### src/rtl/servo_waypoint_sequencer.sv
// rtl/servo_waypoint_sequencer.sv - records pan/tilt waypoints and replays them as a slewed, dwelled sequence
// Transparent in IDLE; in SLEW/DWELL the duty outputs track the stored waypoint list.
module servo_waypoint_sequencer #(
    parameter int DEPTH       = 8,
    parameter int STEP_TICKS  = 500000,
    parameter int DWELL_TICKS = 25000000,
    parameter int CW          = 25
) (
    input  logic                       sysclk,
    input  logic                       reset,
    input  logic [5:0]                 pos_x_in,
    input  logic [5:0]                 pos_y_in,
    input  logic                       record,
    input  logic                       clear,
    input  logic                       play,
    input  logic                       stop,
    input  logic                       loop_en,
    output logic [5:0]                 duty_x,
    output logic [5:0]                 duty_y,
    output logic                       busy,
    output logic [$clog2(DEPTH):0]     wp_count,
    output logic                       full
);
    localparam int AW = $clog2(DEPTH);

    typedef enum logic [1:0] {IDLE, SLEW, DWELL} state_t;

    state_t          r_state;
    logic [AW:0]     r_wp_count;
    logic [AW-1:0]   r_idx;
    logic [CW-1:0]   r_tick;
    logic [CW-1:0]   r_dwell;
    logic [5:0]      r_duty_x;
    logic [5:0]      r_duty_y;
    logic [11:0]     r_mem [DEPTH];

    logic [11:0]     w_tgt;
    logic [5:0]      w_tgt_x;
    logic [5:0]      w_tgt_y;
    logic [5:0]      w_next_x;
    logic [5:0]      w_next_y;
    logic            w_full;
    logic            w_at_tgt;
    logic            w_step;
    logic            w_dwell_done;
    logic            w_last;
    logic            w_wr_en;

    assign w_tgt        = r_mem[r_idx];
    assign w_tgt_x      = w_tgt[11:6];
    assign w_tgt_y      = w_tgt[5:0];
    assign w_full       = (r_wp_count == (AW+1)'(DEPTH));
    assign w_at_tgt     = (r_duty_x == w_tgt_x) && (r_duty_y == w_tgt_y);
    assign w_step       = (r_tick == CW'(STEP_TICKS - 1));
    assign w_dwell_done = (r_dwell == CW'(DWELL_TICKS - 1));
    assign w_last       = ({1'b0, r_idx} == r_wp_count - (AW+1)'(1));
    assign w_wr_en      = (r_state == IDLE) && !clear && record && !w_full;

    // Saturating single-LSB approach; equality holds, so no overshoot or wrap.
    assign w_next_x = (r_duty_x < w_tgt_x) ? r_duty_x + 6'd1 :
                      (r_duty_x > w_tgt_x) ? r_duty_x - 6'd1 : r_duty_x;
    assign w_next_y = (r_duty_y < w_tgt_y) ? r_duty_y + 6'd1 :
                      (r_duty_y > w_tgt_y) ? r_duty_y - 6'd1 : r_duty_y;

    always_ff @(posedge sysclk) begin
        if (w_wr_en) begin
            r_mem[r_wp_count[AW-1:0]] <= {pos_x_in, pos_y_in};
        end
    end

    always_ff @(posedge sysclk or posedge reset) begin
        if (reset) begin
            r_state    <= IDLE;
            r_wp_count <= '0;
            r_idx      <= '0;
            r_tick     <= '0;
            r_dwell    <= '0;
            r_duty_x   <= 6'd32;
            r_duty_y   <= 6'd32;
        end else begin
            case (r_state)
                IDLE: begin
                    r_duty_x <= pos_x_in;
                    r_duty_y <= pos_y_in;
                    if (clear) begin
                        r_wp_count <= '0;
                    end else if (record) begin
                        if (!w_full) r_wp_count <= r_wp_count + (AW+1)'(1);
                    end else if (play && (r_wp_count != '0)) begin
                        r_idx   <= '0;
                        r_tick  <= '0;
                        r_state <= SLEW;
                    end
                end
                SLEW: begin
                    if (stop) begin
                        r_state <= IDLE;
                    end else if (w_at_tgt) begin
                        r_dwell <= '0;
                        r_state <= DWELL;
                    end else if (w_step) begin
                        r_tick   <= '0;
                        r_duty_x <= w_next_x;
                        r_duty_y <= w_next_y;
                    end else begin
                        r_tick <= r_tick + CW'(1);
                    end
                end
                DWELL: begin
                    if (stop) begin
                        r_state <= IDLE;
                    end else if (w_dwell_done) begin
                        r_tick <= '0;
                        if (!w_last) begin
                            r_idx   <= r_idx + AW'(1);
                            r_state <= SLEW;
                        end else if (loop_en) begin
                            r_idx   <= '0;
                            r_state <= SLEW;
                        end else begin
                            r_state <= IDLE;
                        end
                    end else begin
                        r_dwell <= r_dwell + CW'(1);
                    end
                end
                default: r_state <= IDLE;
            endcase
        end
    end

    assign duty_x   = r_duty_x;
    assign duty_y   = r_duty_y;
    assign busy     = (r_state != IDLE);
    assign wp_count = r_wp_count;
    assign full     = w_full;
endmodule
### config.mk
export PLATFORM = sky130hd
export DESIGN_NAME = servo_waypoint_sequencer
export DESIGN_NICKNAME = d
export VERILOG_FILES = /design/src/rtl/servo_waypoint_sequencer.sv
export SDC_FILE = /design/constraint.sdc
export NUM_CORES = 1
export LEC_CHECK = 0
export BUFFER_PORTS_ARGS = -buffer_cell sky130_fd_sc_hd__buf_4
export CORE_MARGIN = 2
export CORE_UTILIZATION = 25
export CTS_CLUSTER_DIAMETER = 200
export CTS_CLUSTER_SIZE = 30
export DETAILED_ROUTE_END_ITERATION = 8
export SYNTH_ARGS = -nofsm -noshare
export SYNTH_HDL_FRONTEND = slang
export SYNTH_SLANG_ARGS = --single-unit
### constraint.sdc
create_clock -name sysclk -period 5.1 [get_ports sysclk]
set_input_delay 0.51 -clock sysclk [delete_from_list [all_inputs] [get_ports sysclk]]
set_output_delay 0.51 -clock sysclk [all_outputs]
set_load 0.01 [all_outputs]
==> After elaboration in Yosys (flattened, before gate mapping) <==
Memories as Yosys holds them, arrays and structs flattened.
Index checks and enable logic that the tools add are counted.
Widths: inputs -> output; s select.
{ "totals": {"ff_bits": 71, "ram_bits": 96, "inputBits": 19, "out_inout_bits": 18, "word_cells": 116, "mem_count": 1} }
{ "memory_table": {"columns": ["name", "depth", "width", "rd", "rd_ports_with_merged_regs", "write_ports", "line", "source"], "rows": [
  ["r_mem", 8, 12, 1, 0, 1, "35", "logic [11:0] r_mem [DEPTH];"]
]} }
{ "op_classes": {"n_addsub": 9, "order_cmp": 4, "eq_ne": 24, "mux": 49, "n_reduce_logical": 22} }
{ "ops": {"columns": ["op", "count"], "rows": [
  ["$mux 25", 12],
  ["$pmux 25 s3", 1],
  ["$mux 6", 10],
  ["$add 25x1->25 const B", 2],
  ["$pmux 25 s2", 1],
  ["$eq 25x19->1 const B", 1],
  ["$eq 25x25->1 const B", 1],
  ["$pmux 6 s2", 2],
  ["$mux 3", 7],
  ["$ne 2x2->1 const B", 10],
  ["$reduce_and 5->1", 4],
  ["$ne 3x3->1 const B", 5],
  ["$mux 2", 7],
  ["$add 6x1->6 const B", 2],
  ["$eq 6x6->1", 2],
  ["$gt 6x6->1", 2],
  ["$lt 6x6->1", 2],
  ["$mux 4", 3],
  ["$sub 6x1->6 const B", 2],
  ["$reduce_bool 2->1", 5],
  ["$reduce_and 8->1", 1],
  ["$reduce_and 7->1", 1],
  ["$pmux 2 s3", 1],
  ["$pmux 3 s2", 1],
  ["15 further kinds", 23]
]} }

==> Logic depth before layout (Yosys ltp) <==
An unclocked memory read counts as a cell.
{ "depth": {"depth_word": 8, "depth_mapped": 16, "ltp_nobuf": 14} }

==> Worst setup path before layout <==
OpenSTA, ideal clock, no wires.
{ "synth_path": {"path_type": "reg-to-reg", "from": "reg r_idx[0]", "to": "reg r_duty_x[5], in the netlist duty_x[5]", "setup_time_ps": 77, "t_arrival_ps": 3960, "t_required_ps": 5023, "setup_slack_ps": 1063, "path_stages_with_launch": 16, "path_buffers": 2, "synth_period_minus_slack_ps": 4037, "cell_sequence": "dfrtp_1 > buf_2 > buf_1 > mux4_2 > mux2i_1 > ha_1 > a211o_1 > a21oi_1 > nand2_1 > ha_1 > a211oi_1 > o21bai_1 > a21oi_1 > xor2_1 > o31a_1 > o22ai_1"} }
{ "synth_via": {"elab_chain_len": 7} }
{ "synth_rtl": {"columns": ["element", "line", "source"], "rows": [
  ["start: declaration", "30", "logic [AW-1:0] r_idx;"],
  ["start signal: assignment", "115", "r_idx <= r_idx + AW'(1);"],
  ["$mem_v2 8x12 (*)", null, null],
  ["$lt 6x6->1", "60", "assign w_next_x = (r_duty_x < w_tgt_x) ? r_duty_x + 6'd1 :"],
  ["$mux 6", "60", null],
  ["$mux 6", "101", "end else if (w_step) begin"],
  ["$mux 6", "98", "end else if (w_at_tgt) begin"],
  ["$mux 6", "96", "if (stop) begin"],
  ["$pmux 6 s2", "81", "case (r_state)"],
  ["end signal: assignment", "83", "r_duty_x <= pos_x_in;"],
  ["end signal: assignment", "103", "r_duty_x <= w_next_x;"],
  ["end: declaration", "33", "logic [5:0] r_duty_x;"]
]} }
Mark *: on every way between the ends. The rest lies on a longest branch, timed or not. The select of a mux whose other input is x is not followed.
A chain may end at the register's enable or synchronous reset.

==> Worst setup path after layout <==
{ "layout_path": {"from": "reg r_idx[1]", "to": "reg r_duty_y[5], in the netlist duty_y[5]"} }
{ "layout_via": {"elab_chain_len": 7} }
{ "layout_rtl": {"columns": ["element", "line", "source"], "rows": [
  ["$mem_v2 8x12 (*)", null, null],
  ["$lt 6x6->1", "62", "assign w_next_y = (r_duty_y < w_tgt_y) ? r_duty_y + 6'd1 :"],
  ["$mux 6", "62", null],
  ["$mux 6", "101", null],
  ["$mux 6", "98", null],
  ["$mux 6", "96", null],
  ["$pmux 6 s2", "81", null],
  ["end signal: assignment", "84", "r_duty_y <= pos_y_in;"],
  ["end signal: assignment", "104", "r_duty_y <= w_next_y;"],
  ["end: declaration", "34", "logic [5:0] r_duty_y;"]
]} }
Marks and branches as above.

==> results.md <==
* Psw at 0.893 mW
* Max incr delay on CP at between 700 and 800 ps
* Worst VDD drop at slightly above 0.2 mV
* Hold WS at around 330 ps
* Hold/Removal Path Class: in -> reg
* Register area share after synthesis at 57.0%
* Sw Share at between 20 and 30%
* Largest cells by area after synthesis: edfxtp_1 35%, dfrtp_1 21%, mux4_2 6.6%, ha_1 3.8%, o21ai_0 2.9%
* Reg-to-reg startpoint: r_idx[1]$_DFFE_PP0P_
* Die Y at 185 um
* Fillers at 3323
* Pwr per Cell Area at roughly 340 nW/um2
* Finished Layout Cells at approximately 1.2k
* Vias in the first global route at around 5.5k
* Commonest non-fill, non-tap cell in the layout: edfxtp_1
* # IOs at 37
* Placed Area at ~9000 um2
* CTS H-tree lvls at 4
* Max cap viols at 0
* Total Power at 3.28 mW
* Outcome: finished, final reports clean
* Area delta synth->final at 17.3%
* DRC at 0
* Initial Utilization at between 20% and 30%
* # diodes at 0
* Critical path type: reg -> reg
* Pleak at between 3 and 4 nW
* Final Skew at a little under 7 ps
* Root Buffer: clkbuf_16
* Most frequent cells in the layout: 96 x edfxtp_1, 68 x dfrtp_1, 55 x nand2_1
* Period utilization at between 80 and 90%
* Max-slew violations at 0
* Largest net degree at the start of global routing at 45
* Clock Latency Late Sink at ~420 ps
* Critical Path, Cell by Cell: buf_4 -> mux4_2 -> mux2i_1 -> ha_1 -> a211oi_1 -> o21bai_1 -> a21oi_1 -> inv_1 -> ha_1 -> o21ai_0 -> o21bai_1 -> a21oi_1 -> xnor2_1 -> o31a_1 -> o22ai_1
* Final ANT Viol Nets at 0
* Top-area cell type share of the netlist area at 35.3%
* DP Worst Slack at around 900 ps
* Avg WL per Cell at 15.8 um
* Finish-stage setup viols at 0
* Core area at between 30000 and 40000 um2
* Hold Path Origin: pos_y_in[5]
* Ys flop type: edfxtp_1
* Gate power share at around 16%
* Count of placed standard cells including taps at between 1k and 1.5k
* Cells after Synth at about 670
* Clk sinks at 167
* Setup bufs post-CTS at 0
* Seq pwr share at 47.3%
* CTS tree: done
* Cts hold-fix bufs at 0
* Final instance area at 9590 um2
* Initial antenna violation count at 0
* Relative slew slack at between 30 and 40%
* Clock transition at path regs at roughly 70 ps
* Post-synth cell types at 60
* RSZ-0062 raised after global routing: no
* Syn nets at ~700
* Fraction of layout cells with a size suffix above 1 at between 15 and 20%
* Final core occ at between 20% and 30%
* Synthesized flop and latch total at approximately 170
* Max Fclk at around 0.24 GHz
* Mapped Area at between 8000 and 9000 um2
* Routability cong. at approximately 0.75
* Clock Path Buffers at 2
* Ys async rst share at 42.5%
* Vias per cell at 4.66
* Crit path from: r_idx[1]$_DFFE_PP0P_
* GRT Overall Usage at a little under an eighth
* Crit end category: flop
* Via count at between 5k and 6k
* Post-synth EDFFs at 96
* Min Clock Period, post-route at roughly 4200 ps
* Synth area leader: edfxtp_1
* YS warnings at 0
* Arrival @ worst endpoint at 4500 ps
* Slowest CP cell: dfrtp_1
* Setup TNS at 0 ps
* Die X at ~180 um
* Global route overflow at 0
* Hold Fails Final Rpt at 0
* Avg Inst Size Synth at 12.2 um2
* Worst setup margin at between 900 and 1000 ps
* Die area at 34200 um2
* First-pass GRT wire length at approximately 30000 um
* Slew of the pin with the lowest slew margin at 1040 ps
* Cell internal pwr at approximately 2.4 mW
* Placed wire-length estimate at ~12000 um
* # rows at 66
* Post_cts resized at 0
* First drt pass iteration count at 4
* Port Buf Inserts at 36
* Final WL at between 15000 and 20000 um
* DR iter-0 viols at 398
* CTS buffer count at 17
* Worst Setup Start Kind: flop
* Required time of the critical path at approximately 5500 ps
* Clock group share of total power at 37.1%
* Max Fanout on Critical Path at 14
* Layout Nets at 760
-- power by group through the flow --
stage               sequential, mW  combinational [mW]  clock, mW
floorplan                     1.56               0.340          0
global placement              1.58               0.500          0
detailed placement            1.58               0.509          0
CTS                           1.55               0.515       1.24
global route                  1.56               0.582       1.28
finish                        1.55               0.512       1.22
-- layer usage --
metal  vias to the layer above  share of wire (%)  GRT usage (%)
met5                         -                  0              0
met4                         0                1.3           3.08
met3                        13                3.9           2.52
met2                        85                 48           18.6
met1                      2706                 47           14.9
li1                       2644                  -              -
-- final timing paths --
kind / endpoint / slack, ps / depth (start not counted)
worst max-delay path: duty_y[5]$_DFFE_PP1P_ / 940 / 15
worst min-delay path: r_mem[6][5]$_DFFE_PP_ / 330 / 1
worst max register to register: duty_y[5]$_DFFE_PP1P_ / 940 / 15
worst min register to register: r_tick[24]$_DFFE_PP0P_ / 480 / 1
max in group asynchronous: duty_x[5]$_DFFE_PP1P_ / 3740 / 3
min in group asynchronous: r_tick[12]$_DFFE_PP0P_ / 350 / 2
-- cells by family (layout without fill, tap and decap cells) --
kind of cell    count (synthesis)  count (layout)  synth area share [%]
buf+inv                        41              99                  1.99
flops                         167             167                  57.0
fa+ha+maj                      27              27                  4.32
compound gates                153             153                  11.9
xor+xnor                       26              26                  2.79
mux                            40              40                  8.62
simple gates                  215             215                  13.4
-- registers in the layout, summed over array words and instances, names as in the netlist --
signal	flops
r_tick	25
duty_y	6
wp_count	4
r_mem	96
r_state	2
r_dwell	25
duty_x	6
r_idx	3
-- critical path, delay by kind of cell (launching register included) --
kind	cells	cell delay (ps)
AO/OA/AOI/OAI	8	1500
multiplexers	2	510
adder cells (fa/ha/maj)	2	650
XOR/XNOR	1	110
flip-flops	1	770
buffers and inverters	2	530
-- cell type report --
type / instances / area, um2 / share of cell area, %
clock buffer: 19 / 433 / 4.51
clock inverter: 13 / 123 / 1.28
inverter: 15 / 56.3 / 0.587
multi-input combinational: 461 / 3370 / 35.2
sequential: 167 / 4660 / 48.6
tap: 442 / 553 / 5.77
timing repair buffer: 52 / 390 / 4.07
-- Yosys cell counts, types with 13 or more instances --
library cell   n
dfrtp_1       69
inv_1         15
xor2_1        17
o31ai_1       19
nand3_1       28
nand2_1       55
mux2i_1       13
edfxtp_1      96
o21ai_1       13
clkbuf_1      16
mux4_2        24
a21oi_1       22
o21ai_0       48
nor2_1        48
nand2b_1      14
ha_1          25
Power figures use the tool's default switching activity.
